<file path="src/rtl/peripheral_uart_receiver_wb.sv">
// ---------------------------------------------------------------------------
// peripheral_uart_receiver_wb
//
// UART receive framer. It sits after the RX-line two-flop synchronizer and
// works from a 16x-baud tick. It finds and checks the start bit, then samples
// the data, parity and stop bits at bit centre. Each finished character is
// passed to the register/FIFO stage together with its error flags, using a
// valid/ack handshake.
//
// Optional feature (compile-time macro):
//   PERIPHERAL_UART_RX_MAJORITY_EN
//     Defined   : each bit decision is a 2-of-3 vote of srx_i taken at
//                 tcnt 6/7/8 (start bit) or 14/15/0 (other bits). The vote is
//                 decided on the third sample tick.
//     Undefined : each bit is a single sample at tcnt 7 (start bit) or
//                 tcnt 15 (other bits).
//
// Parameters:
//   DATA_W     : width of rx_data_o. Only 8 is supported; the character
//                length (5-8 bits) is chosen at run time.
//   IDLE_LEVEL : line level that means idle/mark.
//
// Ports:
//   clk_i          in   system clock
//   rst_i          in   synchronous reset, active-high
//   srx_i          in   RX line, already synchronized to clk_i
//   enable_i       in   16x-baud tick, one clk_i cycle wide
//   char_len_i     in   character length: 0=5, 1=6, 2=7, 3=8 bits
//   parity_en_i    in   a parity bit is expected when 1
//   parity_even_i  in   1=even parity, 0=odd parity
//   rx_ack_i       in   consumer has taken the current character
//   rx_data_o      out  received character (LSB first on line), upper bits 0
//   rx_valid_o     out  a character is held and valid
//   parity_err_o   out  parity mismatch on the held character
//   framing_err_o  out  stop bit sampled 0 on the held character
//   break_o        out  data, parity and stop bits all sampled 0
//   overrun_o      out  one-cycle pulse when an unacknowledged char is replaced
//   busy_o         out  receiver is not idle
// ---------------------------------------------------------------------------
module peripheral_uart_receiver_wb #(
    parameter int   DATA_W     = 8,
    parameter logic IDLE_LEVEL = 1'b1
) (
    input  logic              clk_i,
    input  logic              rst_i,
    input  logic              srx_i,
    input  logic              enable_i,
    input  logic [1:0]        char_len_i,
    input  logic              parity_en_i,
    input  logic              parity_even_i,
    input  logic              rx_ack_i,
    output logic [DATA_W-1:0] rx_data_o,
    output logic              rx_valid_o,
    output logic              parity_err_o,
    output logic              framing_err_o,
    output logic              break_o,
    output logic              overrun_o,
    output logic              busy_o
);

    typedef enum logic [2:0] {
        S_IDLE,
        S_START,
        S_DATA,
        S_PARITY,
        S_STOP,
        S_WAIT_HIGH
    } state_t;

    state_t            state_q, state_d;
    logic [3:0]        tcnt_q, tcnt_d;
    logic [2:0]        bit_cnt_q, bit_cnt_d;
    logic [DATA_W-1:0] shift_q, shift_d;
    logic [1:0]        len_q, len_d;
    logic              par_en_q, par_en_d;
    logic              par_even_q, par_even_d;
    logic              par_bit_q, par_bit_d;
    logic              par_err_q, par_err_d;
    logic              load;

    // The line is normalized so that 1 always means mark, whatever
    // IDLE_LEVEL is. Below, a start bit is therefore always a 0.
    logic srx_norm;
    assign srx_norm = srx_i ^ ~IDLE_LEVEL;

    // The value of the bit being decided, and the ticks on which the
    // start-bit and other-bit decisions are made.
    logic       bit_sample;
    logic       start_dec;
    logic       bit_dec;
    logic [2:0] last_bit;

`ifdef PERIPHERAL_UART_RX_MAJORITY_EN
    // Each decision moves one tick later, to the third vote sample. The
    // counter restarts at 1 on entry to DATA. This places the 14/15/0 vote
    // window around the centre of every later bit.
    localparam logic [3:0] START_DEC_TCNT = 4'd8;
    localparam logic [3:0] BIT_DEC_TCNT   = 4'd0;
    localparam logic [3:0] DATA_TCNT_INIT = 4'd1;

    logic       maj_a_q, maj_b_q;
    logic [3:0] vote_first_tcnt;

    assign vote_first_tcnt = (state_q == S_START) ? 4'd6 : 4'd14;

    // Hold the first two vote samples. The third sample is the live line
    // value on the decision tick.
    always_ff @(posedge clk_i) begin
        if (rst_i) begin
            maj_a_q <= 1'b0;
            maj_b_q <= 1'b0;
        end else if (enable_i) begin
            if (tcnt_q == vote_first_tcnt) begin
                maj_a_q <= srx_norm;
            end
            if (tcnt_q == vote_first_tcnt + 4'd1) begin
                maj_b_q <= srx_norm;
            end
        end
    end

    assign bit_sample = (maj_a_q & maj_b_q) | (maj_a_q & srx_norm) | (maj_b_q & srx_norm);
`else
    localparam logic [3:0] START_DEC_TCNT = 4'd7;
    localparam logic [3:0] BIT_DEC_TCNT   = 4'd15;
    localparam logic [3:0] DATA_TCNT_INIT = 4'd0;

    assign bit_sample = srx_norm;
`endif

    assign start_dec = enable_i && (tcnt_q == START_DEC_TCNT);
    assign bit_dec   = enable_i && (tcnt_q == BIT_DEC_TCNT);

    // Index of the final data bit: character length minus one.
    assign last_bit  = {1'b0, len_q} + 3'd4;

    assign busy_o    = (state_q != S_IDLE);

    // Framing state register and receive datapath. The configuration is
    // latched at the START-to-DATA transition so that changes mid-frame
    // have no effect.
    always_ff @(posedge clk_i) begin
        if (rst_i) begin
            state_q    <= S_IDLE;
            tcnt_q     <= '0;
            bit_cnt_q  <= '0;
            shift_q    <= '0;
            len_q      <= '0;
            par_en_q   <= 1'b0;
            par_even_q <= 1'b0;
            par_bit_q  <= 1'b0;
            par_err_q  <= 1'b0;
        end else begin
            state_q    <= state_d;
            tcnt_q     <= tcnt_d;
            bit_cnt_q  <= bit_cnt_d;
            shift_q    <= shift_d;
            len_q      <= len_d;
            par_en_q   <= par_en_d;
            par_even_q <= par_even_d;
            par_bit_q  <= par_bit_d;
            par_err_q  <= par_err_d;
        end
    end

    // Next-state logic. Nothing here moves except on a baud tick. The tick
    // counter runs freely inside a frame and wraps from 15 to 0, so bit
    // decisions come every 16 ticks.
    always_comb begin
        state_d    = state_q;
        tcnt_d     = tcnt_q;
        bit_cnt_d  = bit_cnt_q;
        shift_d    = shift_q;
        len_d      = len_q;
        par_en_d   = par_en_q;
        par_even_d = par_even_q;
        par_bit_d  = par_bit_q;
        par_err_d  = par_err_q;
        load       = 1'b0;

        if (enable_i && (state_q != S_IDLE) && (state_q != S_WAIT_HIGH)) begin
            tcnt_d = tcnt_q + 4'd1;
        end

        case (state_q)
            S_IDLE: begin
                tcnt_d = '0;
                if (enable_i && !srx_norm) begin
                    state_d = S_START;
                end
            end

            S_START: begin
                if (start_dec) begin
                    if (bit_sample) begin
                        // The line is high again at bit centre, so this was
                        // a glitch and not a start bit.
                        state_d = S_IDLE;
                        tcnt_d  = '0;
                    end else begin
                        state_d    = S_DATA;
                        tcnt_d     = DATA_TCNT_INIT;
                        bit_cnt_d  = '0;
                        shift_d    = '0;
                        len_d      = char_len_i;
                        par_en_d   = parity_en_i;
                        par_even_d = parity_even_i;
                        par_bit_d  = 1'b0;
                        par_err_d  = 1'b0;
                    end
                end
            end

            S_DATA: begin
                if (bit_dec) begin
                    // Bits go straight to their own position. The register
                    // was cleared at frame start, so the bits above a short
                    // character stay 0.
                    shift_d[bit_cnt_q] = bit_sample;
                    bit_cnt_d          = bit_cnt_q + 3'd1;
                    if (bit_cnt_q == last_bit) begin
                        state_d = par_en_q ? S_PARITY : S_STOP;
                    end
                end
            end

            S_PARITY: begin
                if (bit_dec) begin
                    // With even parity the XOR of data and parity must be 0.
                    // With odd parity it must be 1.
                    par_bit_d = bit_sample;
                    par_err_d = (^shift_q) ^ bit_sample ^ ~par_even_q;
                    state_d   = S_STOP;
                end
            end

            S_STOP: begin
                if (bit_dec) begin
                    load    = 1'b1;
                    state_d = bit_sample ? S_IDLE : S_WAIT_HIGH;
                    tcnt_d  = '0;
                end
            end

            S_WAIT_HIGH: begin
                // A held-low line (break) must not look like a new start
                // bit. Wait for mark first.
                tcnt_d = '0;
                if (enable_i && srx_norm) begin
                    state_d = S_IDLE;
                end
            end

            default: begin
                state_d = S_IDLE;
                tcnt_d  = '0;
            end
        endcase
    end

    // Character holding register and handshake. A new load always wins,
    // even over a same-cycle ack. Overrun only pulses when the held
    // character was not being taken on that cycle.
    always_ff @(posedge clk_i) begin
        if (rst_i) begin
            rx_data_o     <= '0;
            rx_valid_o    <= 1'b0;
            parity_err_o  <= 1'b0;
            framing_err_o <= 1'b0;
            break_o       <= 1'b0;
            overrun_o     <= 1'b0;
        end else begin
            overrun_o <= 1'b0;
            if (load) begin
                rx_data_o     <= shift_q;
                rx_valid_o    <= 1'b1;
                parity_err_o  <= par_en_q & par_err_q;
                framing_err_o <= ~bit_sample;
                break_o       <= (shift_q == '0) && !(par_en_q && par_bit_q) && !bit_sample;
                overrun_o     <= rx_valid_o && !rx_ack_i;
            end else if (rx_valid_o && rx_ack_i) begin
                rx_data_o     <= '0;
                rx_valid_o    <= 1'b0;
                parity_err_o  <= 1'b0;
                framing_err_o <= 1'b0;
                break_o       <= 1'b0;
            end
        end
    end

endmodule

</file>
<file path="config.mk">
export PLATFORM = sky130hd
export DESIGN_NAME = peripheral_uart_receiver_wb
export DESIGN_NICKNAME = d
export VERILOG_FILES = /design/src/rtl/peripheral_uart_receiver_wb.sv
export SDC_FILE = /design/constraint.sdc
export NUM_CORES = 1
export LEC_CHECK = 0
export CORE_ASPECT_RATIO = 1.25
export CORE_MARGIN = 2
export CORE_UTILIZATION = 59
export DETAILED_ROUTE_END_ITERATION = 10
export PLACE_DENSITY = 0.84
export REMOVE_ABC_BUFFERS = 1
export SKIP_CTS_REPAIR_TIMING = 1
export SLEW_MARGIN = 20
export SYNTH_ARGS = -nofsm -noshare
export SYNTH_HDL_FRONTEND = slang
export SYNTH_SLANG_ARGS = --single-unit
</file>
<file path="constraint.sdc">
create_clock -name clk_i -period 5.72 [get_ports clk_i]
set_input_delay 0.858 -clock clk_i [delete_from_list [all_inputs] [get_ports clk_i]]
set_output_delay 0.858 -clock clk_i [all_outputs]
set_load 0.05 [all_outputs]
</file>
==> flow_summary.toml, run 1 <==
[detailed_routing]
remaining_drc_errors = 0
drt_pass1_iterations = 5
antenna_left = 0
drt_iter0_markers = 91
vias_per_cell = 6.06
dr_total_vias = 1564
wire_per_inst_um = 14.6
routed_wl_mm = 3.76

[cts]
clkSinkCount = 37
cts_tree = "done"
clk_pin_slew_ps = 110
clock_latency_ps = 350
cts_buffers = 5
htreeDepth = 2
clock-root-buffer = "clkbuf_4"
clockBufferDepth = 2

[placed_design]
io_buffers = 22
hpwlAfterDp_mm = 2.75
placed_cell_area_sq_um = 2070
post-place-ws_ps = 2540
place.gp.congestion = 0.814

[sta]
hold_viol_final = 0
worst_slack_ps = 2880
max-slew-margin-rel = 0.476
finalSetupTns_ps = 0
rsz0062_at_grt = "false"
slew_violations = 0
max_freq_mhz = 352
worst_slew_pin_slew_ps = 783
min_period_ps = 2840
hold_ws_ps = 458
finClkSkew_ps = 7.46
setup_viol_count_final = 0
fin_crit_sh = 0.496

[worst_setup_path]
reg2reg_slack_ps = 3470
cp.arrival_ps = 3110
worstSetupEndpointType = "flip-flop"
startpoint_type = "primary input"
required_ps = 6000
reg2reg_to = "shift_q[4]"
crit_type = "primary input to flip-flop"
r2r-start = "state_q[2]"
cp_max_fo = 10
rr_worst_depth = 5

[die]
fp.dieH_um = 66.5
ios = 23
die_x_um = 54.0
dieArea_sq_um = 3590
core-area_sq_um = 2970
start_util = 0.620
rows = 22

[run]
drv_cap = 0

[layout]
finish.instance_area_sq_um = 2130
regArea_sq_um = 741
diodes = 0
areaGrowthSynthToFinish_pct = 15.5
multi_input_area_sq_um = 1020
fillCellCount = 224
fin_nets = 237
postLayoutCoreUtil = 0.716
layout-drive-gt1-share = 0.0766

[synthesis]
ys_top_cells_by_area = "dfxtp_1, mux2i_1, nor2_1, ha_1, a22o_1"
syn_area_sq_um = 1840
ys_warn_count = 0
synthArstFlopShare = 0
ys_seq_area_frac = 0.402
synth_cell_types = 47
synth-seq-cells = 37
yosys.area.top_type = "dfxtp_1"
synth.top_cell.area_share = 0.402
synthCells = 203
synth-main-ff-cell = "dfxtp_1"
avgSynthCellArea_sq_um = 9.08
synth_edf_count = 0

[min_path]
min_path_type = "flip-flop to flip-flop"
min_to = "par_err_q"
min-delay-start = "par_err_q"
hold_depth = 2

[global_route]
antenna_found_initial = 0
grt_util_all_layers = 0.234
grt_pass1_vias = 1382
grt_pass1_wl_mm = 6.11
overflow = 0
grt_max_degree = 23

[status]
status = "complete, no violations"

[power_and_ir_drop]
power.leakage_nw = 0.701
ir_drop_mv = 0.197
powerDensity_nw_per_um2 = 271
per-layer routing:
layer  part of all wire  vias up  track usage
li1                   -      760            -
met3              0.045       12       0.0538
met2               0.48       56        0.367
met5                  0        -            0
met1               0.46      736        0.294
met4              0.020        0        0.116
worst max-delay path by stage:
stage | start | to | slack [ps]
after floorplan | srx_i | shift_q[0] | 3370
after global placement | srx_i | shift_q[0] | 2640
after detailed placement | srx_i | shift_q[4] | 2540
after CTS | state_q[2] | busy_o | 2890
after global routing | srx_i | shift_q[2] | 2780
final | srx_i | shift_q[4] | 2880
Yosys cell counts (all sizes together) (2+ instances only):
master	n
a21oi	10
nand2	13
nor2	22
nor2b	7
o311ai	2
nor3	5
o211ai	2
inv	12
o41ai	2
xor2	2
and2	3
ha	6
nand4	4
dfxtp	37
nand3	3
or3	3
mux2i	11
nor3b	6
o31ai	2
xnor2	8
a22o	8
clkbuf	9
o21ai	6
worst max-delay path: stages:
cell             delay [ps]
clkdlybuf4s50_1         590
or4b_4                  590
nor3_4                  410
o21bai_2                220
nor3b_2                 230
mux2i_1                 220
power by group:
| part | internal (W) | switching, W |
|---|---|---|
| Clock | 0.0000575 | 0.0000890 |
| Sequential | 0.000266 | 0.0000258 |
| Combinational | 0.0000636 | 0.0000735 |
| Total | 0.000388 | 0.000188 |
sequential cells by signal, summed over array words and instances (netlist names):
signal / flops
state_q: 3
par_bit_q: 1
shift_q: 8
bit_cnt_q: 3
break_o: 1
par_err_q: 1
len_q: 2
overrun_o: 1
tcnt_q: 4
rx_valid_o: 1
framing_err_o: 1
rx_data_o: 8
par_en_q: 1
par_even_q: 1
parity_err_o: 1
cell usage in the layout, fill, tap and decap left out, drive strengths merged, types with 2 or more instances in the layout:
cell type | netlist | routed
xor2 | 2 | 2
nand3 | 3 | 3
mux2i | 11 | 11
and2 | 3 | 3
nand4 | 4 | 4
o211ai | 2 | 2
inv | 12 | 12
clkbuf | 9 | 6
ha | 6 | 6
o41ai | 2 | 2
o31ai | 2 | 2
a21oi | 10 | 10
clkdlybuf4s50 | 0 | 22
nor2 | 22 | 22
xnor2 | 8 | 8
dfxtp | 37 | 37
o311ai | 2 | 2
nor3b | 6 | 6
o21ai | 6 | 6
nand2 | 13 | 13
nor3 | 5 | 5
or3 | 3 | 3
a22o | 8 | 8
nor2b | 7 | 7
cells by family after synthesis:
family,count (synthesis),share of synthesized area
muxes,12,0.0720
xor gates and xnor gates,10,0.0475
adders and majority gates,6,0.0407
buffers and inverters,22,0.0455
AOI/OAI and AO/OA,43,0.170
and+or+nand+nor,73,0.223
DFF,37,0.402
cell type report:
class	instances	share of cell area
flip-flops and latches	37	0.348
clock inverters	1	0.00353
multi-input cells	144	0.479
inverters	12	0.0212
clock buffers	6	0.0241
repair buffers	22	0.103
well taps	36	0.0212
stage by stage:
step                cells  power [W]
floorplan             193   0.000395
global placement      251   0.000428
detailed placement    251   0.000434
CTS                   258   0.000577
global route          258   0.000608
finish                258   0.000576
(Power assumes the default switching activity.)
==> run 2, diff against run 1 <==
--- a/config.mk
+++ b/config.mk
@@ -7,9 +7,9 @@
 export LEC_CHECK = 0
 export CORE_ASPECT_RATIO = 1.25
 export CORE_MARGIN = 2
-export CORE_UTILIZATION = 59
+export CORE_UTILIZATION = 49
 export DETAILED_ROUTE_END_ITERATION = 10
-export PLACE_DENSITY = 0.84
+export PLACE_DENSITY = 0.75
 export REMOVE_ABC_BUFFERS = 1
 export SKIP_CTS_REPAIR_TIMING = 1
 export SLEW_MARGIN = 20
==> constraint.sdc (replaced) <==
create_clock -name clk_i -period 2.6 [get_ports clk_i]
set_input_delay 0.39 -clock clk_i [delete_from_list [all_inputs] [get_ports clk_i]]
set_output_delay 0.39 -clock clk_i [all_outputs]
set_load 0.05 [all_outputs]
==> flow_summary.toml, run 2 (synthesis gave the netlist of run 1 again) <==
[cts]
cts_tree = "done"
cts_buffers = 5
clock_latency_ps = 290
clk_pin_slew_ps = 80
clkSinkCount = 37
htreeDepth = 2
clock-root-buffer = "clkbuf_8"
clockBufferDepth = 2

[detailed_routing]
vias_per_cell = 5.61
dr_total_vias = 1510
drt_iter0_markers = 66
drt_pass1_iterations = 7
remaining_drc_errors = 2
routed_wl_mm = 3.70
antenna_left = 0
wire_per_inst_um = 13.8

[die]
ios = 23
start_util = 0.520
dieArea_sq_um = 4270
die_x_um = 58.9
rows = 24
fp.dieH_um = 72.6
core-area_sq_um = 3540

[global_route]
overflow = 0
antenna_found_initial = 0
grt_pass1_vias = 1470
grt_util_all_layers = 0.196
grt_max_degree = 17
grt_pass1_wl_mm = 6.44

[sta]
slew_violations = 0
worst_slack_ps = 319
fin_crit_sh = 0.877
finClkSkew_ps = 5.12
min_period_ps = 2280
hold_ws_ps = 476
max_freq_mhz = 438
rsz0062_at_grt = "false"
worst_slew_pin_slew_ps = 544
finalSetupTns_ps = 0
max-slew-margin-rel = 0.636
setup_viol_count_final = 0
hold_viol_final = 0

[placed_design]
post-place-ws_ps = 254
place.gp.congestion = 0.853
placed_cell_area_sq_um = 2130
io_buffers = 22
hpwlAfterDp_mm = 2.66

[power_and_ir_drop]
powerDensity_nw_per_um2 = 694
seq_power_share = 0.393
combPwrFrac = 0.224
sw_frac_of_total = 0.284
ir_drop_mv = 0.399
p_clk_frac = 0.383
power.leakage_nw = 0.773
p_switching_w = 0.000446
p_int_w = 0.00112

[layout]
layout-drive-gt1-share = 0.109
final_common_cell = "dfxtp_1"
diodes = 0
areaGrowthSynthToFinish_pct = 22.8
finish.instance_area_sq_um = 2260
mostFrequentLayoutCells = "dfxtp_1, nor2_1, clkdlybuf4s50_1, nand2_1, inv_1"
fin_nets = 244
reg_top3 = "rx_data_o x8, shift_q x8, tcnt_q x4"

[worst_setup_path]
crit_type = "flip-flop to output port"
required_ps = 2210
cp_max_fo = 16
reg2reg_slack_ps = 550
worstSetupEndpointType = "output port"
startpoint_type = "flip-flop"
cp.arrival_ps = 1890

[status]
status = "finished with violations"
violations = "design-rule violations"

[min_path]
min_path_type = "flip-flop to flip-flop"

[run]
drv_cap = 0
## run 2: cell count changes in the layout (fill, tap and decap cells not counted)
cell	previous run	this run
buf_4	0	7
bufinv_16	0	2
clkbuf_4	5	0
clkbuf_8	1	5
clkinvlp_4	1	0
inv_6	0	1
## run 2: final timing paths
kind | cells past startpoint | end | from
max | 2 | busy_o | state_q[1]
max reg2reg | 5 | shift_q[3] | state_q[1]
min | 1 | rx_data_o[0] | rx_data_o[0]
min reg2reg | 1 | rx_data_o[0] | rx_data_o[0]
## run 2: power groups by stage
stage	clock [W]	sequential [W]	combinational (W)
6_report	0.000601	0.000617	0.000352
5_1_grt	0.000644	0.000624	0.000385
4_1_cts	0.000610	0.000618	0.000351
3_5_place_dp	0	0.000631	0.000342
3_3_place_gp	0	0.000631	0.000338
2_1_floorplan	0	0.000640	0.000230
## run 2: area by class of cell
cell class              instances  area [sq um]
fillers                       306          1280
multi-input cells             144          1020
flip-flops and latches         37           741
repair buffers                 29           273
clock buffers                   5          68.8
clock inverters                 3          68.8
well taps                      39          48.8
inverters                      12          45.0
## run 2: metrics by stage
stage          cells  utilization  total power (W)
6_report         269        0.639          0.00157
5_1_grt          269        0.639          0.00165
4_1_cts          269        0.639          0.00158
3_5_place_dp     261        0.600         0.000973
3_3_place_gp     261        0.600         0.000968
2_1_floorplan    193            -         0.000869
## run 2: layer usage
| metal | GRT usage | wire [um] | share of wire |
|---|---|---|---|
| met1 | 0.236 | 1670 | 0.45 |
| met2 | 0.332 | 1800 | 0.49 |
| met3 | 0.0390 | 162 | 0.044 |
| met4 | 0.0909 | 72 | 0.019 |
| met5 | 0 | 0 | 0 |
## run 2: critical path, cell delays in order (launching register included)
cell and delay [ps]:
dfxtp_1 620, or3_1 180, clkdlybuf4s50_1 800
==> run 3, diff against run 2 <==
--- a/config.mk
+++ b/config.mk
@@ -7,9 +7,10 @@
 export LEC_CHECK = 0
 export CORE_ASPECT_RATIO = 1.25
 export CORE_MARGIN = 2
-export CORE_UTILIZATION = 49
+export CORE_UTILIZATION = 56
 export DETAILED_ROUTE_END_ITERATION = 10
-export PLACE_DENSITY = 0.75
+export DONT_BUFFER_PORTS = 1
+export PLACE_DENSITY = 0.74
 export REMOVE_ABC_BUFFERS = 1
 export SKIP_CTS_REPAIR_TIMING = 1
 export SLEW_MARGIN = 20
==> flow_summary.toml, run 3 (synthesis gave the netlist of run 1 again) <==
[global_route]
antenna_found_initial = 0
grt_max_degree = 23
grt_pass1_vias = 1382
grt_pass1_wl_mm = 6.09
grt_util_all_layers = 0.207
overflow = 0

[sta]
finalSetupTns_ps = 0
rsz0062_at_grt = "false"
fin_crit_sh = 0.851
max_freq_mhz = 452
hold_viol_final = 0
min_period_ps = 2210
finClkSkew_ps = 7.27
setup_viol_count_final = 0
worst_slew_pin_slew_ps = 535
max-slew-margin-rel = 0.643
slew_violations = 0
hold_ws_ps = 169

[layout]
fillCellCount = 265
areaGrowthSynthToFinish_pct = 7.54
mostFrequentLayoutCells = "dfxtp_1, nor2_1, nand2_1, inv_1, mux2i_1"
reg_top3 = "rx_data_o x8, shift_q x8, tcnt_q x4"
final_common_cell = "dfxtp_1"
layout-drive-gt1-share = 0.0936
fin_nets = 217
diodes = 0
postLayoutCoreUtil = 0.626

[placed_design]
io_buffers = 0
hpwlAfterDp_mm = 2.68
place.gp.congestion = 0.870

[die]
start_util = 0.582
die_x_um = 55.3
fp.dieH_um = 68.1
dieArea_sq_um = 3770
ios = 23
core-area_sq_um = 3170
rows = 23

[cts]
clkSinkCount = 37
cts_tree = "done"
htreeDepth = 2
cts_buffers = 5
clock_latency_ps = 290
clock-root-buffer = "clkbuf_8"
clk_pin_slew_ps = 70
clockBufferDepth = 2

[worst_setup_path]
startpoint_type = "flip-flop"
cp.arrival_ps = 2370
reg2reg_slack_ps = 390
worstSetupEndpointType = "flip-flop"
required_ps = 2760
cp_max_fo = 16
r2r-start = "state_q[2]"
crit_type = "flip-flop to flip-flop"
rr_worst_depth = 5
reg2reg_to = "shift_q[0]"

[power_and_ir_drop]
p_clk_frac = 0.357
sw_frac_of_total = 0.286
power.leakage_nw = 0.660
combPwrFrac = 0.188
powerDensity_nw_per_um2 = 715
p_int_w = 0.00101
p_switching_w = 0.000406
seq_power_share = 0.455
ir_drop_mv = 0.518

[detailed_routing]
drt_pass1_iterations = 4
remaining_drc_errors = 0
routed_wl_mm = 3.68
wire_per_inst_um = 15.3
antenna_left = 0
dr_total_vias = 1460
vias_per_cell = 6.08
drt_iter0_markers = 63

[min_path]
min-delay-start = "rst_i"
hold_depth = 1
min_path_type = "primary input to flip-flop"
min_to = "state_q[1]"

[run]
drv_cap = 0

[status]
status = "complete, no violations"
==> run 3: cell types whose count changed in the layout (fill, tap and decap cells not counted), sizes merged <==
cell           previous run  this run
inv                      13        12
clkbuf                    5         7
bufinv                    2         1
clkdlybuf4s50            22         0
buf                       7         2
==> run 3: worst max path at each step <==
| stage | start | to | slack, ps | depth (start not counted) |
|---|---|---|---|---|
| floorplan | state_q[2] | shift_q[0] | 620 | 5 |
| global placement | state_q[2] | shift_q[2] | 570 | 5 |
| detailed placement | state_q[2] | shift_q[0] | 420 | 5 |
| CTS | state_q[2] | shift_q[0] | 410 | 5 |
| global route | state_q[1] | rx_data_o[7] | 290 | 5 |
| finish | state_q[2] | shift_q[0] | 390 | 5 |
==> run 3: per-stage QoR <==
step	worst slack [ps]	std cells	area, sq um	total power, W
finish	388	240	1980	0.00142
floorplan	618	193	1800	0.000869
global route	292	240	1980	0.00148
detailed placement	418	232	1870	0.000916
CTS	410	240	1980	0.00142
global placement	569	232	1870	0.000904
==> run 3: critical path, stage by stage (launching register included) <==
cell and delay [ps]:
dfxtp_1 470, or4b_4 630, nor3_4 340, o21bai_2 200
o311ai_1 310, o41ai_1 130
==> run 3: power by group through the flow <==
stage	registers, W	clock network, W	logic, W
floorplan	0.000640	0	0.000230
global placement	0.000650	0	0.000253
detailed placement	0.000655	0	0.000261
CTS	0.000642	0.000515	0.000265
global route	0.000648	0.000543	0.000289
finish	0.000645	0.000507	0.000266
==> run 3: routing by layer <==
metal	vias up	wire length (um)	global-route usage	part of all wire
li1	721	-	-	-
met1	680	1540	0.226	0.42
met2	49	1900	0.372	0.52
met3	10	194	0.0662	0.053
met4	0	46	0.0945	0.013
met5	-	0	0	0
==> run 3: layout make-up <==
cell class              count  area [sq um]  area share
repair buffers              2          15.0     0.00758
clock buffers               7          86.3      0.0436
well taps                  37          46.3      0.0234
inverters                  12          45.0      0.0227
flip-flops and latches     37           741       0.374
multi-input cells         144          1020       0.514
clock inverters             1          30.0      0.0152
